File: config.mk
export PLATFORM = sky130hd
export DESIGN_NAME = dmem_arbiter
export DESIGN_NICKNAME = d
export VERILOG_FILES = /design/src/rtl/dmem_arb_pkg.sv /design/src/rtl/rr_arbiter2.sv /design/src/rtl/dmem_arbiter.sv
export SDC_FILE = /design/constraint.sdc
export NUM_CORES = 1
export LEC_CHECK = 0
export CORE_ASPECT_RATIO = 0.7
export CORE_UTILIZATION = 44
export DETAILED_ROUTE_END_ITERATION = 7
export GPL_ROUTABILITY_DRIVEN = 1
export PLACE_DENSITY = 0.85
export SLEW_MARGIN = 10
export SYNTH_ARGS = -nofsm -noshare
export SYNTH_HDL_FRONTEND = slang
export SYNTH_SLANG_ARGS = --single-unit
File: constraint.sdc
create_clock -name clk -period 2.3 [get_ports clk]
set_input_delay 0.69 -clock clk [delete_from_list [all_inputs] [get_ports clk]]
set_output_delay 0.69 -clock clk [all_outputs]
set_load 0.03 [all_outputs]
File: src/rtl/dmem_arb_pkg.sv
// Shared types and constants for the two-port data-memory arbiter.
package dmem_arb_pkg;

    localparam int DATA_W = 32;

    localparam logic PORT_CPU = 1'b0;
    localparam logic PORT_DBG = 1'b1;

    typedef enum logic [1:0] {
        IDLE   = 2'd0,
        ACCESS = 2'd1,
        DONE   = 2'd2
    } state_t;

endpackage

File: src/rtl/rr_arbiter2.sv
// Two-way grant selection: round-robin on a last-grant pointer, or fixed priority
// to the CPU port. The pointer only moves when the caller commits the grant.
module rr_arbiter2
    import dmem_arb_pkg::*;
#(
    parameter int ARB_MODE = 0
) (
    input  logic       clk,
    input  logic       reset_n,
    input  logic [1:0] req,
    input  logic       update,
    output logic       grant_valid,
    output logic       grant
);

    logic last;

    always_comb begin
        grant_valid = |req;
        grant       = PORT_CPU;
        if (req[0] && req[1]) begin
            grant = (ARB_MODE == 1) ? PORT_CPU : ~last;
        end else if (req[1]) begin
            grant = PORT_DBG;
        end
    end

    // Reset value points at the debug port so the CPU wins the first contested grant.
    always_ff @(posedge clk or negedge reset_n) begin
        if (!reset_n) begin
            last <= PORT_DBG;
        end else if (update && grant_valid) begin
            last <= grant;
        end
    end

endmodule

File: src/rtl/dmem_arbiter.sv
// Shares one single-port data memory between the CPU and a debug/DMA port; each
// granted request becomes a one-cycle memory access followed by a one-cycle ack.
module dmem_arbiter
    import dmem_arb_pkg::*;
#(
    parameter int DEPTH    = 256,
    parameter int ARB_MODE = 0
) (
    input  logic              clk,
    input  logic              reset_n,

    input  logic              p0_req,
    input  logic              p0_we,
    input  logic [DATA_W-1:0] p0_addr,
    input  logic [DATA_W-1:0] p0_wdata,
    output logic              p0_ack,
    output logic [DATA_W-1:0] p0_rdata,
    output logic              p0_err,

    input  logic              p1_req,
    input  logic              p1_we,
    input  logic [DATA_W-1:0] p1_addr,
    input  logic [DATA_W-1:0] p1_wdata,
    output logic              p1_ack,
    output logic [DATA_W-1:0] p1_rdata,
    output logic              p1_err,

    output logic [DATA_W-1:0] mem_addr,
    output logic [DATA_W-1:0] mem_wdata,
    output logic              mem_write,
    output logic              mem_read,
    input  logic [DATA_W-1:0] mem_rdata,
    output logic              busy
);

    localparam logic [DATA_W-1:0] DEPTH_W = DATA_W'(DEPTH);

    state_t            state;
    logic              lat_port;
    logic              lat_we;
    logic              lat_err;

    logic              grant_valid;
    logic              grant;
    logic              sel_we;
    logic [DATA_W-1:0] sel_addr;
    logic [DATA_W-1:0] sel_wdata;
    logic              sel_in_range;

    rr_arbiter2 #(
        .ARB_MODE (ARB_MODE)
    ) u_arb (
        .clk         (clk),
        .reset_n     (reset_n),
        .req         ({p1_req, p0_req}),
        .update      (state == IDLE),
        .grant_valid (grant_valid),
        .grant       (grant)
    );

    always_comb begin
        sel_we       = (grant == PORT_DBG) ? p1_we    : p0_we;
        sel_addr     = (grant == PORT_DBG) ? p1_addr  : p0_addr;
        sel_wdata    = (grant == PORT_DBG) ? p1_wdata : p0_wdata;
        sel_in_range = (sel_addr < DEPTH_W);
    end

    assign busy = (state != IDLE);

    // mem_addr/mem_wdata double as the request latch: loaded once on grant and held
    // through ACCESS, so the level-sensitive memory write sees stable inputs.
    always_ff @(posedge clk or negedge reset_n) begin
        if (!reset_n) begin
            state     <= IDLE;
            lat_port  <= PORT_CPU;
            lat_we    <= 1'b0;
            lat_err   <= 1'b0;
            mem_addr  <= '0;
            mem_wdata <= '0;
            mem_write <= 1'b0;
            mem_read  <= 1'b0;
            p0_ack    <= 1'b0;
            p0_err    <= 1'b0;
            p0_rdata  <= '0;
            p1_ack    <= 1'b0;
            p1_err    <= 1'b0;
            p1_rdata  <= '0;
        end else begin
            // NOTE: non-blocking defaults make ack/err single-cycle pulses; the DONE
            // entry below overrides them for exactly one cycle.
            p0_ack <= 1'b0;
            p0_err <= 1'b0;
            p1_ack <= 1'b0;
            p1_err <= 1'b0;

            case (state)
                IDLE: begin
                    if (grant_valid) begin
                        lat_port  <= grant;
                        lat_we    <= sel_we;
                        lat_err   <= ~sel_in_range;
                        mem_addr  <= sel_addr;
                        mem_wdata <= sel_wdata;
                        mem_write <= sel_we & sel_in_range;
                        mem_read  <= ~sel_we & sel_in_range;
                        state     <= ACCESS;
                    end
                end

                ACCESS: begin
                    mem_write <= 1'b0;
                    mem_read  <= 1'b0;
                    if (!lat_we && !lat_err) begin
                        if (lat_port == PORT_DBG) p1_rdata <= mem_rdata;
                        else                      p0_rdata <= mem_rdata;
                    end
                    if (lat_port == PORT_DBG) begin
                        p1_ack <= 1'b1;
                        p1_err <= lat_err;
                    end else begin
                        p0_ack <= 1'b1;
                        p0_err <= lat_err;
                    end
                    state <= DONE;
                end

                DONE: begin
                    state <= IDLE;
                end

                default: begin
                    state <= IDLE;
                end
            endcase
        end
    end

    a_single_write: assert property (@(posedge clk) disable iff (!reset_n)
        mem_write |=> !mem_write);

    a_ack_exclusive: assert property (@(posedge clk) disable iff (!reset_n)
        !(p0_ack && p1_ack));

    a_no_read_write: assert property (@(posedge clk) disable iff (!reset_n)
        !(mem_read && mem_write));

endmodule

Word-level counts from Yosys, hierarchy flattened
Cells that the tools add are included.
Widths: inputs -> output; s select.
- flip-flop bits (word level): 140
- magnitude comparators: 1
- equal/unequal tests: 2
- muxes and demuxes: 19
- bitwise operators: 6
- reductions and logical operators: 13
- operators with widths (kind ; count):
    $mux 32 ; 2
    $lt 32x9->1 const B ; 1
    $mux 1 ; 13
    $reduce_and 3->1 ; 2
    $not 1->1 ; 4
    $pmux 1 s2 ; 2
    $pmux 2 s2 ; 1
    $reduce_and 2->1 ; 2
    $reduce_bool 2->1 ; 2
    $logic_and 1x1->1 ; 3
    $and 1x1->1 ; 2
    $eq 2x1->1 const B ; 1
    $logic_not 1->1 ; 2
    $logic_not 2->1 ; 1
    $mux 2 ; 1
    $ne 2x2->1 const B ; 1
    $reduce_or 2->1 ; 1

Logic depth before layout (Yosys ltp)
- depth after elaboration: 7
- gate-level depth with buffers: 7
- mapped depth without buffers: 5

Cells and area by module
Synthesis repeated with hierarchy kept, for this count alone.
- cells, all modules: 469
- area total of the unflattened synthesis: 6175.9 um^2
- modules (own cells, without submodules) (module ; instances ; cells an instance ; area each (um^2) ; sequential area each (um^2)):
    dmem_arbiter ; 1 ; 464 ; 6124.6 ; 3478.3
    rr_arbiter2 ; 1 ; 5 ; 51.3 ; 26.3

Worst setup path before layout
OpenSTA, ideal clock, no wires.
- kind: input to register
- start: input p1_req
- end: register mem_addr[0]
- arrival: 1.482 ns
- path slack: 0.692 ns
- cell stages on the path: 5
- buffers on the path: 2
- cell sequence: a21boi_2 -> buf_6 -> buf_6 -> mux2i_1 -> a21oi_1
- cells in the longest elaborated chain, start to end: 3
- elaborated cells on any way between the ends: 6
- classes of those cells: 3 x mux; 3 x reduce/logical
- RTL lines (item ; line ; text):
    start: declaration ; dmem_arbiter.sv:20 ; input logic p1_req,
    $mux 1 / $logic_and 1x1->1 (equally long branches) ; rr_arbiter2.sv:23, rr_arbiter2.sv:21 ;
    $mux 1 ; rr_arbiter2.sv:21 ; if (req[0] && req[1]) begin
    $mux 32 ; dmem_arbiter.sv:63 ; sel_addr = (grant == PORT_DBG) ? p1_addr : p0_addr;
    end signal: assignment ; dmem_arbiter.sv:102 ; mem_addr <= sel_addr;
    end: declaration ; dmem_arbiter.sv:28 ; output logic [DATA_W-1:0] mem_addr,
Parallel ways exist; a longest one is shown, timed or not.
A chain may end at the register's enable or synchronous reset.

Worst setup path in the final report
- start: register p0_rdata[2]
- end: output p0_rdata[2]
- RTL lines (item ; line ; text):
    start: declaration ; dmem_arbiter.sv:17 ; output logic [DATA_W-1:0] p0_rdata,
    start signal: assignment ; dmem_arbiter.sv:115 ; else p0_rdata <= mem_rdata;
No word-level cell between the ends.

==> results by stage <==
Setup path:
- The worst setup path is launched from a flip-flop.
- The critical path goes through clkdlybuf4s50_1.
- For the worst setup path, the data arrival time is 1.49 ns.
- The number of buffers and inverters on the critical path is 1.
- The cell with the biggest individual delay on the critical path is clkdlybuf4s50_1.
- The data required time of the critical path is 1.61 ns.
- The critical path is of the reg2out type.
- The kind of cell adding the most delay to the critical path is buffers and inverters.
- In this run the worst path has a maximum fanout of 2.
- The critical path capture point type is a primary output.
- On the worst path, the slowest cell contributes a delay of 0.71 ns.

GRT:
- The overall fraction of global-route tracks in use is 25.2%.
- The initial antenna violation count is 0.
- The first global-routing pass estimated 27600 um of wire.
- For this run the aggregate overflow at the end of global routing stands at 0.
- The number of global-route vias before repair is 5229.
- The maximum number of pins on one net before global-route repair is 56.

Outcome:
- The run finished with clean final reports.

Min path:
- The min-delay analysis places its worst path in the category in2async.

Pwr:
- Of the total power, combinational logic draws 44.6%.
- In this run the power density over the cells is 1120 mW/mm^2.
- Cell internal power was estimated by the tool at 6.73 mW.
- Registers are responsible for 32.6% of the overall power.
- VDD sags by at most 0.677 mV.
- For this design the total switching power over the nets is 4.41 mW.
- Per report_power, the clock group accounts for 22.8% of the total.
- In this run the static leakage power is 4.38 nW.
- The proportion of total power due to net switching is 39.6%.
- The total power after layout is 11.1 mW.

Synthesis:
- The post-synthesis net count is 632.
- In the post-synthesis netlist, the biggest area contributors are dfrtp_1, mux2_4, mux2i_1, a21oi_1, nor2_1.
- Of the synthesized area, sequential elements account for 56.6%.
- The count of cell types in the netlist is 29.
- The synthesis-stage register bit count is 140.
- The prevailing post-synth register cell is dfrtp_1.
- The largest area contributor in the synthesized netlist is dfrtp_1.
- The average instance area after synthesis is 13.3 sq um.
- In the synthesized netlist, the cells that appear most often are dfrtp_1, a21oi_1, nor2_1, mux2i_1, mux2_4.
- In the synthesized netlist, the number of instances is 466.
- The cell area after synthesis is 0.00619 sq mm.
- Yosys printed 0 warnings.
- The portion of synthesized cell area occupied by the leading cell type is 56.2%.
- Yosys instantiated no cell more often than dfrtp_1.
- Counting flops with a built-in enable in the synthesized netlist gives 0.
- For this run, asynchronously set or reset flops after synthesis account for 100%.

Placed design:
- The placed wire-length estimate is 13600 um.
- In this run the tool buffered the top-level ports with 300 buffer cells.
- At the end of routability-driven placement, the weighted congestion stood at 0.846.

Die:
- The I/O pin count is 301.
- The floorplan row count is 35.
- The initial standard-cell utilization of the core is 46.0%.
- The total area inside the core boundary comes to 0.0134 sq mm.
- The floorplan step defined a die boundary enclosing 0.0146 sq mm.
- The die span in x is 144 um.
- The floorplan step set the die height to 101 um.

Cells and area:
- The fill cell instance count of the final layout is 909.
- The net count reported at finish is 940.
- The area taken by flip-flops and latches is 0.00350 sq mm.
- The number of antenna diodes in the final layout is 0.
- The share of post-route cells with drive strength above 1 is 15.9%.
- The area overhead of the layout relative to synthesis is 60.4%.
- Cells fill 73.9% of the core in the end.
- The multi-input logic area is 0.00246 sq mm.

CTS:
- The later pin in the worst-skew pair is clocked with a latency of 0.40 ns.
- The number of buffers added by the clock tree synthesis step is 17.
- The H-tree depth is 4.
- The number of setup buffers added after CTS is 0.
- No sink is reached through more buffers than the 2 on the longest clock path.
- The TritonCTS sink count is 140.
- The CTS tree is yes.
- The clock edge transition at the registers on the reported setup and hold paths is 0.07 ns.
- The buffer cell driving the clock tree root is clkbuf_16.

Timing:
- The number of failing setup endpoints in the final timing report is 0.
- After routing, the total negative slack on setup checks comes to 0 ns.
- The final hold violation count is 0.
- Hold timing on the final database bottoms out at a slack of 0.164 ns.
- Setup repair after global routing left no endpoint under its margin.
- Of the available clock period, the critical path in the final layout requires 94.7%.
- The worst path needs 2.18 ns of the cycle, external delays included.
- Measured against its own limit, the worst slew margin works out to 56.5%.
- For the final database, setup skew stands at 0.0126 ns.
- At the pin with the least slew margin, the transition time is 0.651 ns.
- The maximum clock rate is 459 MHz.
- The number of slew-limit violations in the final report was 0.

Routing:
- The vias per cell is 4.96.
- Before antenna repair, the detailed router went through 4 iterations.
- In the final routed layout, each cell accounts on average for 18.6 um.
- In this run the remaining antenna-violating nets after routing total 0.
- The remaining design rule violation count is 0.
- The routed wire length is 18100 um.
- The via total after detailed routing is 4823.
- The DRC marker count from the first detailed-route iteration is 155.

Run:
- The tool flagged a number of max-cap violations equal to 0.
[registers in the layout (all words and copies together) (netlist names), 2 cells and up]
signal and cells:
p1_rdata 32, p0_rdata 32, state 2, mem_wdata 32, mem_addr 32
[path summary, 6_finish.rpt]
kind | from | end | slack (ns) | depth (start not counted)
worst min-delay path | reset_n | p0_rdata[21] | 0.16 | 1
worst max register to register | state[0] | p0_rdata[30] | 0.58 | 4
min in group clk | mem_write | mem_write | 0.49 | 2
max in group asynchronous | reset_n | mem_addr[21] | 1.51 | 2
worst max-delay path | p0_rdata[2] | p0_rdata[2] | 0.12 | 1
worst min register to register | mem_write | mem_write | 0.49 | 2
[power by group through the flow]
stage	clock network, mW	logic, mW	registers [mW]
2_1_floorplan	0	1.47	4.94
3_3_place_gp	0	4.84	3.60
3_5_place_dp	0	4.99	3.66
4_1_cts	2.59	5.00	3.63
5_1_grt	2.73	5.27	3.71
6_report	2.54	4.96	3.63
[area by class of cell]
cell class	instances	share of cell area (%)
flip-flops and latches	140	35.3
clock buffers	17	4.28
multi-input cells	296	24.7
repair buffers	317	32.0
clock inverters	15	1.28
inverters	2	0.0756
well taps	185	2.33
[layer usage]
metal / wire, um / track usage [%] / vias up
li1: - / - / 2260
met1: 6940 / 28.7 / 2356
met2: 9580 / 46.0 / 185
met3: 1270 / 7.23 / 22
met4: 281 / 7.69 / 0
met5: 0 / 0 / -
[placed cells by master, fill, tap and decap left out, types with 2 or more instances in the layout]
cell type / instances
nand2_1: 2
buf_4: 13
nand4_1: 3
o21ai_1: 2
clkbuf_16: 17
dfrtp_1: 139
nand2_4: 2
inv_8: 2
buf_12: 4
nor2_1: 66
nor4_1: 12
mux2_2: 5
clkinv_2: 2
inv_1: 2
inv_6: 6
mux2i_1: 65
clkinv_4: 4
mux2_4: 60
clkdlybuf4s50_1: 298
a21oi_1: 66
[kinds of logic after synthesis]
kind of cell	after synthesis	synth area share [%]
AND/OR/NAND/NOR	93	7.30
multiplexers	130	26.0
AO/OA/AOI/OAI	73	6.16
buffers and inverters	30	3.96
flip-flops	140	56.6
[through the flow]
stage	instance area [sq um]	cells	setup WS, ns
4_1_cts	9930	972	0.102
6_report	9930	972	0.123
3_5_place_dp	9380	940	0.0193
5_1_grt	9930	972	0.0627
3_3_place_gp	9380	940	0.0348
2_1_floorplan	6190	466	0.692
[timing repair]
| action | 4_1_cts | 5_1_grt |
|---|---|---|
| gates resized for setup | 1 | 0 |
| hold buffers | 0 | 0 |
| setup endpoints to repair | 1 | 0 |
[worst reg2reg max path, delay by kind of cell, from the launching register on]
kind	cells	cell delay, ns
multiplexers	1	0.42
flip-flops	1	0.38
AND/OR/NAND/NOR	3	0.80
Note: power is estimated with default switching activity, not from simulation.
